==> src/rtl/aes_dec_round_ctrl.sv <==
// Round sequencer for the AES-256 inverse cipher datapath: walks LOAD, ARK, ISR, ISB, IMC
// and drives the stage write enables, operand selects and the round-key index.
module aes_dec_round_ctrl #(
  parameter int NR = 14
) (
  input  logic       clk,
  input  logic       resetn,
  input  logic       start_valid,
  output logic       start_ready,
  input  logic       key_valid,
  input  logic       out_ready,
  output logic       out_valid,
  output logic       busy,
  output logic [3:0] round,
  output logic [3:0] key_idx,
  output logic       ld_en,
  output logic       ark_en,
  output logic       isr_en,
  output logic       isb_en,
  output logic       imc_en,
  output logic       ark_src,
  output logic       isr_src
);

  localparam logic [3:0] NR_U = 4'(NR);

  // One-hot encoding so every stage enable is a single state flop.
  typedef enum logic [6:0] {
    IDLE = 7'b000_0001,
    LOAD = 7'b000_0010,
    ARK  = 7'b000_0100,
    ISR  = 7'b000_1000,
    ISB  = 7'b001_0000,
    IMC  = 7'b010_0000,
    DONE = 7'b100_0000
  } state_t;

  state_t     state;
  logic [3:0] round_q;

  always_ff @(posedge clk or negedge resetn) begin
    if (!resetn) begin
      state   <= IDLE;
      round_q <= 4'd0;
    end else begin
      case (state)
        IDLE: begin
          if (start_valid) begin
            state   <= LOAD;
            round_q <= 4'd0;
          end
        end
        LOAD: state <= ARK;
        ARK: begin
          // Wait here for the key schedule; round and key_idx stay frozen meanwhile.
          if (key_valid) begin
            if (round_q == NR_U) begin
              state <= DONE;
            end else if (round_q == 4'd0) begin
              state   <= ISR;
              round_q <= round_q + 4'd1;
            end else begin
              state <= IMC;
            end
          end
        end
        ISR: state <= ISB;
        ISB: state <= ARK;
        IMC: begin
          state   <= ISR;
          round_q <= round_q + 4'd1;
        end
        DONE: begin
          if (out_ready) begin
            state   <= IDLE;
            round_q <= 4'd0;
          end
        end
        default: begin
          state   <= IDLE;
          round_q <= 4'd0;
        end
      endcase
    end
  end

  assign start_ready = (state == IDLE);
  assign busy        = (state != IDLE);
  assign out_valid   = (state == DONE);
  assign ld_en       = (state == LOAD);
  assign ark_en      = (state == ARK) & key_valid;
  assign isr_en      = (state == ISR);
  assign isb_en      = (state == ISB);
  assign imc_en      = (state == IMC);
  assign round       = round_q;
  assign key_idx     = NR_U - round_q;
  // First round adds key to the raw ciphertext; first InvShiftRows skips InvMixColumns.
  assign ark_src     = (round_q != 4'd0);
  assign isr_src     = (round_q != 4'd1);

endmodule

==> config.mk <==
export PLATFORM = sky130hd
export DESIGN_NAME = aes_dec_round_ctrl
export DESIGN_NICKNAME = d
export VERILOG_FILES = /design/src/rtl/aes_dec_round_ctrl.sv
export SDC_FILE = /design/constraint.sdc
export NUM_CORES = 1
export LEC_CHECK = 0
export ABC_AREA = 1
export BUFFER_PORTS_ARGS = -buffer_cell sky130_fd_sc_hd__clkbuf_2
export CAP_MARGIN = 40
export CORE_MARGIN = 1.5
export CORE_UTILIZATION = 40
export CTS_CLUSTER_SIZE = 40
export DETAILED_ROUTE_END_ITERATION = 10
export GPL_TIMING_DRIVEN = 1
export SLEW_MARGIN = 20
export SYNTH_ARGS = -nofsm -noshare
export SYNTH_HDL_FRONTEND = slang
export SYNTH_SLANG_ARGS = --single-unit
==> constraint.sdc <==
create_clock -name clk -period 1.8 [get_ports clk]
set_clock_uncertainty 0.05 [all_clocks]
set_input_delay 0.09 -clock clk [delete_from_list [all_inputs] [get_ports clk]]
set_output_delay 0.09 -clock clk [all_outputs]
set_load 0.1 [all_outputs]
# [After elaboration in Yosys (flattened, before gate mapping)]
# Index checks and enable logic that the tools add are counted.
[word_totals] word_cells=39 mem_bits_ro=0 output_inout_bits=18 mem_count=0 input_bits=5 latch_bits=0 ram_bits=0 regBits=11
[classes] add_sub_neg=2 mux=12 div=0 n_lt_le_gt_ge=0 n_mul=0 shifts=0 n_eq_ne=15 reduce_logical=6 bitwise=2
[op_table] op="case mux 7 bit (6 select lines)" n=1
[op_table] op="two-way mux 7 bit" n=4
[op_table] op="two-way mux 4 bit" n=5
[op_table] op="case mux 4 bit (5 select lines)" n=1
[op_table] op="!= test 2 bit (second input constant)" n=5
[op_table] op="== test 7 x 1 -> 1 bit (second input constant)" n=1
[op_table] op="== test 7 x 2 -> 1 bit (second input constant)" n=1
[op_table] op="== test 7 x 3 -> 1 bit (second input constant)" n=1
[op_table] op="== test 7 x 4 -> 1 bit (second input constant)" n=1
[op_table] op="== test 7 x 5 -> 1 bit (second input constant)" n=1
[op_table] op="== test 7 x 6 -> 1 bit (second input constant)" n=1
[op_table] op="== test 7 bit (second input constant)" n=1
[op_table] op="!= test 7 x 1 -> 1 bit (second input constant)" n=1
[op_table] op="two-way mux 6 bit" n=1
[op_table] op="AND reduction 6 bit" n=1
[op_table] op="adder 4 x 1 -> 4 bit (second input constant)" n=1
[op_table] op="== test 4 bit (second input constant)" n=1
[op_table] op="logical NOT 4 bit" n=1
[op_table] op="!= test 4 x 1 -> 1 bit (second input constant)" n=1
[op_table] op="nonzero test 4 bit" n=1
[op_table] op="subtractor 4 bit (first input constant)" n=1
[op_table] op="AND reduction 3 bit" n=1
[op_table] op="OR reduction 3 bit" n=1
[op_table] op="OR reduction 2 bit" n=1
[op_table] op="other kinds (2)" n=2

# [Longest topological paths before layout]
# Gate-level depths: netlist (run 1).
[depth] depth_word=5 mapped_depth=10 ltp_nobuf=10

# [Least setup slack after synthesis (run 1)]
# OpenSTA, ideal clock, no wires.
[synth_path] path_type="reg-to-reg" from="register round_q[2], in the netlist round[2]" to="register round_q[3], in the netlist round[3]" path_slack_ps=-1418 path_stages_with_launch=7 t_arrival_ps=3046 setup_time_ps=123 n_path_buf=1 required_ps=1627 path_cell_list="dfrtp_1 buf_6 nand3_1 xor2_1 nor2_1 nand3_1 nand2_1"
[synth_via] elab_chain_len=5 elab_cells_between_ends=10 classes_between="add/sub: 1; eq/ne: 3; mux: 4; reduce/logical: 2"
[synth_lines] element="start: declaration" line_no="39" rtl="logic [3:0] round_q;"
[synth_lines] element="start signal: assignment" line_no="61" rtl="round_q <= round_q + 4'd1;"
[synth_lines] element="start signal: assignment" line_no="71" rtl="round_q <= round_q + 4'd1;"
[synth_lines] element="adder 4 x 1 -> 4 bit" line_no="61, 71"
[synth_lines] element="two-way mux 4 bit" line_no="59" rtl="end else if (round_q == 4'd0) begin"
[synth_lines] element="two-way mux 4 bit" line_no="57" rtl="if (round_q == NR_U) begin"
[synth_lines] element="two-way mux 4 bit" line_no="56" rtl="if (key_valid) begin"
[synth_lines] element="case mux 4 bit (5 select lines)" line_no="46" rtl="case (state)"
# Several ways; a longest one is shown, not always the timed one. The select of a mux whose other input is x is not followed.
# A chain may end at the register's enable or synchronous reset.

# [Worst setup path after layout (run 1)]
[layout_path] from="register state[5]" to="output port ark_en"
[layout_via] elab_chain_len=2
[layout_lines] element="start: declaration" line_no="38" rtl="state_t state;"
[layout_lines] element="start signal: assignment" line_no="43" rtl="state <= IDLE;"
[layout_lines] element="start signal: assignment" line_no="49" rtl="state <= LOAD;"
[layout_lines] element="start signal: assignment" line_no="53" rtl="LOAD: state <= ARK;"
[layout_lines] element="== test 7 x 3 -> 1 bit" line_no="91" rtl="assign ark_en = (state == ARK) & key_valid;"
[layout_lines] element="AND 1 bit" line_no="91"
[layout_lines] element="end: declaration" line_no="17" rtl="output logic ark_en,"
# No other way between the ends.

==> results.md, run 1 <==
| Result | Reported | Unit |
| --- | --- | --- |
| Data required time at the worst endpoint | 1.66 | ns |
| Maximum clock insertion buffer count | 2 | - |
| Vias per inst | 4.56 | - |
| FMAX | 0.590 | GHz |
| Number of global-route vias before repair | 726 | - |
| Antenna Violating Nets Remaining | 0 | - |
| Violation count after the first detailed-route iteration | 22 | - |
| Hold Violations, Final | 0 | - |
| Clock sinks | 11 | - |
| Setup Fix Bufs, Post-CTS | 0 | - |
| Syn Std Cell Area | 855 | µm² |
| Total clock buffers created by CTS | 3 | - |
| Height of the die | 49.2 | µm |
| Total negative slack | 0 | ns |
| Die width | 49.2 | µm |
| Total detailed-routing wirelength | 1800 | µm |
| CTS clk-pin slew, worst paths | 0.08 | ns |
| Total I/O pin count | 23 | - |
| Syn_nets | 130 | - |
| Drc violations | 0 | - |
| Per-instance average area after synthesis | 7.12 | µm² |
| Initial DRT Pass Iterations | 4 | - |
| H-tree levels | 1 | - |
| Largest area contributor in the netlist | dfrtp_1 | - |
| Number of rows created at floorplan | 16 | - |
| Critical path endpoint category | output pin | - |
| Endpoint of the most critical register-to-register path | round[3]$_DFFE_PN0P_ | - |
| WS Path Type | reg -> out | - |
| Layout cell share with drive strength beyond 1 | 0.434 | - |
| Number of antenna violations at the first check in global routing | 0 | - |
| Post-detailed-route wirelength per cell | 10.5 | µm |
| Number of cells produced by synthesis | 120 | - |
| Status | complete, no violations | - |
| Share of the cycle needed by the critical path after routing | 0.942 | - |
| Final count of pins violating max slew | 0 | - |
| I/O Buffers | 22 | - |
| Tightest slew margin relative to the limit | 0.640 | - |
| Number of vias after detailed routing | 784 | - |
| RSZ-0062 raised after global routing | no | - |
| Setup WS post-layout | 0.105 | ns |
| Weighted congestion at the end of routability-driven global placement | 0.761 | - |
| Terminating pin of the worst hold path | state[0]$_DFFE_PN1P_ | - |
| Reg2Reg Launch Point | state[0]$_DFFE_PN1P_ | - |
| Share of synthesized area occupied by flip-flops and latches | 0.324 | - |
| Synthesis-to-finish area growth | 43.2 | % |
| Maximum fanout along the worst path | 5 | - |
| # setup viols final | 0 | - |
| Total power of the final layout | 0.00190 | W |
| Worst min-delay path startpoint | start_valid | - |
| Leakage power figure | 0.634 | nW |
| Initial Utilization | 0.431 | - |
| Register-to-register setup slack | 0.27 | ns |
| Total global routing overflow | 0 | - |
| Pwr per Cell Area | 1550 | nW/µm² |
| Final core utilization | 0.617 | - |
| R2r worst-path depth | 9 | - |
| Total of max-cap violations | 0 | - |
| Worst Hold Class | in -> reg | - |
| Slew of the pin with the lowest slew margin | 0.542 | ns |
| Final net count | 156 | - |
| Cell count of the worst hold path | 4 | - |
| Pin count of the biggest net entering global routing | 12 | - |
| Peak ir drop on the vdd network | 1.10 | mV |
| Post-Place Setup Slack | 0.271 | ns |
| Overall die area | 2420 | µm² |
| Inserted Diodes | 0 | - |
| Post-synthesis sequential element count | 11 | - |
| Core footprint | 1980 | µm² |
| Fin crit period | 1.69 | ns |
| Leading cell types by total area after synthesis | dfrtp_1, nand2_1, inv_1, nand3_1, ha_1 | - |
| Critical path launch point type | flop | - |
| Netlist cell types | 20 | - |
| Yosys synthesis warning count | 0 | - |
| Wire length of the first global-routing pass | 3250 | µm |
| Global router's overall resource usage | 0.174 | - |
| Post-detail-place hpwl | 1510 | µm |
| Clock Root Buffer | clkbuf_4 | - |
| Area fraction of the dominant cell type after synthesis | 0.293 | - |
| TritonCTS clock tree | yes | - |
| Arrival time of data at the critical path endpoint | 1.55 | ns |
| Worst-skew pair later-pin latency | 0.27 | ns |
cells in the mapped netlist, drive strengths merged:
cell / count
nand2: 31
inv: 24
nor2: 23
nand3: 17
dfrtp: 10
ha: 5
nor3: 3
buf: 2
xnor2: 2
dfstp: 1
o21a: 1
xor2: 1
critical path, stage by stage (launching register included):
cell and delay (ns):
dfrtp_1 0.44, inv_2 0.08, nand3_2 0.14, nor2_4 0.20, inv_1 0.10, nor2_2 0.14
buf_12 0.19
routing by layer:
metal | track usage | share of wire | routed length (µm)
met2 | 0.250 | 0.43 | 781
met3 | 0.0307 | 0.050 | 90
met1 | 0.255 | 0.50 | 903
met4 | 0.0714 | 0.013 | 24
met5 | 0 | 0 | 0
power breakdown:
group,switching (W),total [W],leakage [nW],internal (W)
clock,0.0000843,0.000170,0.0150,0.0000856
combinational,0.00104,0.00136,0.478,0.000321
sequential,0.0000585,0.000367,0.141,0.000309
area by class of cell:
| class | instances | area (µm²) |
|---|---|---|
| Sequential cell | 11 | 289 |
| Inverter | 24 | 105 |
| Tap cell | 27 | 33.8 |
| Clock buffer | 4 | 26.3 |
| Multi-Input combinational cell | 83 | 552 |
| Timing Repair Buffer | 23 | 218 |
| Fill cell | 180 | 758 |
cell usage in the layout, fill, tap and decap left out, types with 5 or more instances in the layout:
cell type / count
inv_1: 15
nor2_2: 6
nor2_1: 12
nand3_1: 14
buf_12: 6
dfrtp_1: 6
clkbuf_2: 12
nand2_2: 5
nor2_4: 5
nand2_1: 24
through the flow:
step / area [µm²] / std cells / hold slack (ns)
after CTS: 1220 / 172 / 0.0364
after floorplan: 962 / 120 / -0.256
final: 1220 / 172 / 0.0402
after global routing: 1220 / 172 / 0.0360
after global placement: 1180 / 167 / -0.0716
after detailed placement: 1180 / 167 / -0.0707
what timing repair did:
item	4_1_cts	5_1_grt
hold buffers	1	0
endpoints found under the setup margin	0	2
hold endpoints to repair	11	0
gates resized for setup	0	2
worst max path at each step:
stage | start | endpoint | cells past startpoint
final | state[5]$_DFFE_PN0P_ | ark_en | 6
after global routing | state[4]$_DFFE_PN0P_ | ark_en | 6
after CTS | state[0]$_DFFE_PN1P_ | busy | 6
after detailed placement | state[0]$_DFFE_PN1P_ | round[3]$_DFFE_PN0P_ | 9
after global placement | state[0]$_DFFE_PN1P_ | round[3]$_DFFE_PN0P_ | 9
after floorplan | state[0]$_DFFE_PN1P_ | state[1]$_DFFE_PN0P_ | 6
flip-flops by register name, indices dropped and copies added (netlist names):
| name | count |
|---|---|
| round | 4 |
| state | 7 |
kinds of logic (layout without fill, tap and decap cells):
logic type / count (synthesis) / after routing / synth area share
and+or+nand+nor: 74 / 74 / 0.433
buffers and inverters: 26 / 51 / 0.130
DFF: 11 / 11 / 0.324
adders and majority gates: 5 / 5 / 0.0732
xor gates and xnor gates: 3 / 3 / 0.0308
AOI/OAI and AO/OA: 1 / 1 / 0.00879
Note: power is estimated with default switching activity, not from simulation.
==> run 2, diff against run 1 <==
--- a/config.mk
+++ b/config.mk
@@ -6,8 +6,10 @@
 export NUM_CORES = 1
 export LEC_CHECK = 0
 export ABC_AREA = 1
+export ABC_CLOCK_PERIOD_IN_PS = 1800
 export BUFFER_PORTS_ARGS = -buffer_cell sky130_fd_sc_hd__clkbuf_2
 export CAP_MARGIN = 40
+export CORE_ASPECT_RATIO = 0.9
 export CORE_MARGIN = 1.5
 export CORE_UTILIZATION = 40
 export CTS_CLUSTER_SIZE = 40
@@ -17,3 +19,4 @@
 export SYNTH_ARGS = -nofsm -noshare
 export SYNTH_HDL_FRONTEND = slang
 export SYNTH_SLANG_ARGS = --single-unit
+export TNS_END_PERCENT = 100
==> run 2 against run 1 <==
Net effect:
- global-route usage rose by 0.86 points
- cell count fell by 1.2%
- critical path depth did not move
- wire length rose by 5.1%
- power rose by 0.91%
- core utilization rose by 0.23 points
- non-clock buffer count did not move
- highest routed layer unchanged
==> results.md, run 2 (synthesized netlist as in run 1, its figures left out) <==
| Result | Reported | Unit | vs previous |
| --- | --- | --- | --- |
| Height of the die | 46.9 | µm | was 49.2 µm |
| Slew of the pin with the lowest slew margin | 0.541 | ns | was 0.542 ns |
| Register with the most flip-flops | state | - | unchanged |
| Area of combinational cells with multiple inputs | 549 | µm² | was 552 µm² |
| I/O Buffers | 22 | - | unchanged |
| Hold Violations, Final | 0 | - | unchanged |
| Clock Root Buffer | clkbuf_4 | - | unchanged |
| Total negative slack | 0 | ns | unchanged |
| Tightest slew margin relative to the limit | 0.641 | - | was 0.640 |
| Cells traversed along the worst timing path | inv_1 -> nand3_2 -> nor2_4 -> inv_1 -> nor2_2 -> buf_12 | - | was inv_2 -> nand3_2 -> nor2_4 -> inv_1 -> nor2_2 -> buf_12 |
| Delay of the slowest cell on the worst path | 0.36 | ns | was 0.44 ns |
| TritonCTS clock tree | yes | - | unchanged |
| Commonest cells after routing, fill and taps aside | nand2_1, inv_1, nand3_1 | - | unchanged |
| Layout cell share with drive strength beyond 1 | 0.428 | - | was 0.434 |
| Total detailed-routing wirelength | 1890 | µm | was 1800 µm |
| Total of max-cap violations | 0 | - | unchanged |
| Overall die area | 2420 | µm² | about the same |
| Peak ir drop on the vdd network | 1.50 | mV | was 1.10 mV |
| Initial Utilization | 0.434 | - | was 0.431 |
| Crit path max-delay cell type | dfrtp_1 | - | unchanged |
| Weighted congestion at the end of routability-driven global placement | 0.804 | - | was 0.761 |
| Total clock buffers created by CTS | 3 | - | unchanged |
| Number of vias after detailed routing | 788 | - | was 784 |
| Leading cell type in the layout, fill and taps excluded | nand2_1 | - | unchanged |
| Total global routing overflow | 0 | - | unchanged |
| Worst Hold Class | in -> reg | - | unchanged |
| Post-detailed-route wirelength per cell | 11.1 | µm | was 10.5 µm |
| Number of global-route vias before repair | 668 | - | was 726 |
| Data required time at the worst endpoint | 1.66 | ns | about the same |
| Global router's overall resource usage | 0.183 | - | was 0.174 |
| Wire length of the first global-routing pass | 3110 | µm | was 3250 µm |
| Inserted Diodes | 0 | - | unchanged |
| FMAX | 0.595 | GHz | was 0.590 GHz |
| Final core utilization | 0.620 | - | was 0.617 |
| Final net count | 156 | - | unchanged |
| Initial DRT Pass Iterations | 4 | - | unchanged |
| # setup viols final | 0 | - | unchanged |
| Number of fill cells | 193 | - | was 180 |
| Antenna Violating Nets Remaining | 0 | - | unchanged |
| Status | complete, no violations | - | unchanged |
| H-tree levels | 1 | - | unchanged |
| Setup Fix Bufs, Post-CTS | 0 | - | unchanged |
| Core footprint | 1970 | µm² | was 1980 µm² |
| RSZ-0062 raised after global routing | no | - | unchanged |
| Maximum clock insertion buffer count | 2 | - | unchanged |
| Critical path launch point type | flop | - | unchanged |
| Cell seen most often among critical-path stages | inv_1 | - |  |
| Total I/O pin count | 23 | - | unchanged |
| Worst-skew pair later-pin latency | 0.27 | ns | about the same |
| Share of the cycle needed by the critical path after routing | 0.934 | - | was 0.942 |
| Family with the most delay on the worst path | simple AND/OR/NAND/NOR gates | - | unchanged |
| Arrival time of data at the critical path endpoint | 1.54 | ns | was 1.55 ns |
| Number of antenna violations at the first check in global routing | 0 | - | unchanged |
| Die width | 51.7 | µm | was 49.2 µm |
| Maximum fanout along the worst path | 5 | - | unchanged |
| Final count of pins violating max slew | 0 | - | unchanged |
| Bufs and invs on worst path | 3 | - | unchanged |
| Sequential cell area in the final layout | 289 | µm² | unchanged |
| CTS clk-pin slew, worst paths | 0.07 | ns | was 0.08 ns |
| Violation count after the first detailed-route iteration | 21 | - | was 22 |
| Critical path endpoint category | output pin | - | unchanged |
| Leakage power figure | 0.633 | nW | was 0.634 nW |
| Drc violations | 0 | - | unchanged |
| Clock sinks | 11 | - | unchanged |
| WS Path Type | reg -> out | - | unchanged |
| Fin crit period | 1.68 | ns | was 1.69 ns |
| Max FFs per register | 7 | - | unchanged |
| Pin count of the biggest net entering global routing | 12 | - | unchanged |
| Post-detail-place hpwl | 1590 | µm | was 1510 µm |
| Synthesis-to-finish area growth | 42.9 | % | was 43.2% |
| Vias per inst | 4.64 | - | was 4.56 |
| Pwr per Cell Area | 1570 | nW/µm² | was 1550 nW/µm² |
| Number of rows created at floorplan | 15 | - | was 16 |
[run 2: cell type report]
cell class                 count  share of cell area
clock buffer                   4              0.0215
inverter                      24              0.0861
sequential                    11               0.237
multi-input combinational     83               0.450
tap                           25              0.0256
timing repair buffer          23               0.180
[run 2: worst paths after layout]
| kind | startpoint | end | slack (ns) | cells past startpoint |
|---|---|---|---|---|
| setup / recovery | state[4]$_DFFE_PN0P_ | ark_en | 0.12 | 6 |
| setup reg to reg | state[0]$_DFFE_PN1P_ | round[3]$_DFFE_PN0P_ | 0.27 | 9 |
| max in group asynchronous | resetn | state[0]$_DFFE_PN1P_ | 1.26 | 2 |
| hold / removal | start_valid | state[0]$_DFFE_PN1P_ | 0.03 | 4 |
| min in group asynchronous | resetn | state[2]$_DFFE_PN0P_ | 0.17 | 2 |
| hold reg to reg | round[3]$_DFFE_PN0P_ | round[3]$_DFFE_PN0P_ | 0.57 | 2 |
[run 2: layer usage]
metal / global-route usage / share of wire
met4: 0.0947 / 0.022
met3: 0.0382 / 0.042
met5: 0 / 0
met1: 0.264 / 0.52
met2: 0.259 / 0.42
[run 2: power breakdown]
group	internal, W	switching (W)
logic	0.000327	0.00105
registers	0.000308	0.0000643
clock network	0.0000860	0.0000838
total	0.000721	0.00120
[run 2: worst register-to-register path, stage by stage (launching register included)]
cell and delay (ns):
dfstp_2 0.54, nor2_2 0.05, nand2_2 0.13, inv_1 0.07, nand2_2 0.09, nand3_1 0.12
nor2_4 0.19, nand2_4 0.07, nand2_1 0.06, nand2_1 0.05
[run 2: per-stage QoR]
stage | instance area, µm² | total power (W) | worst slack, ns | cells | hold slack [ns]
finish | 1220 | 0.00192 | 0.119 | 170 | 0.0337
global route | 1220 | 0.00203 | 0.00809 | 170 | 0.0504
CTS | 1220 | 0.00193 | 0.0440 | 170 | 0.0279
detailed placement | 1180 | 0.00176 | 0.281 | 165 | -0.0714
global placement | 1180 | 0.00174 | 0.311 | 165 | -0.0696
floorplan | 962 | 0.00152 | -0.466 | 120 | -0.256
[run 2: timing repair]
item	CTS	global route
setup endpoints to repair	0	1
endpoints found under the hold margin	11	0
hold buffers	1	0
gates resized for setup	0	1
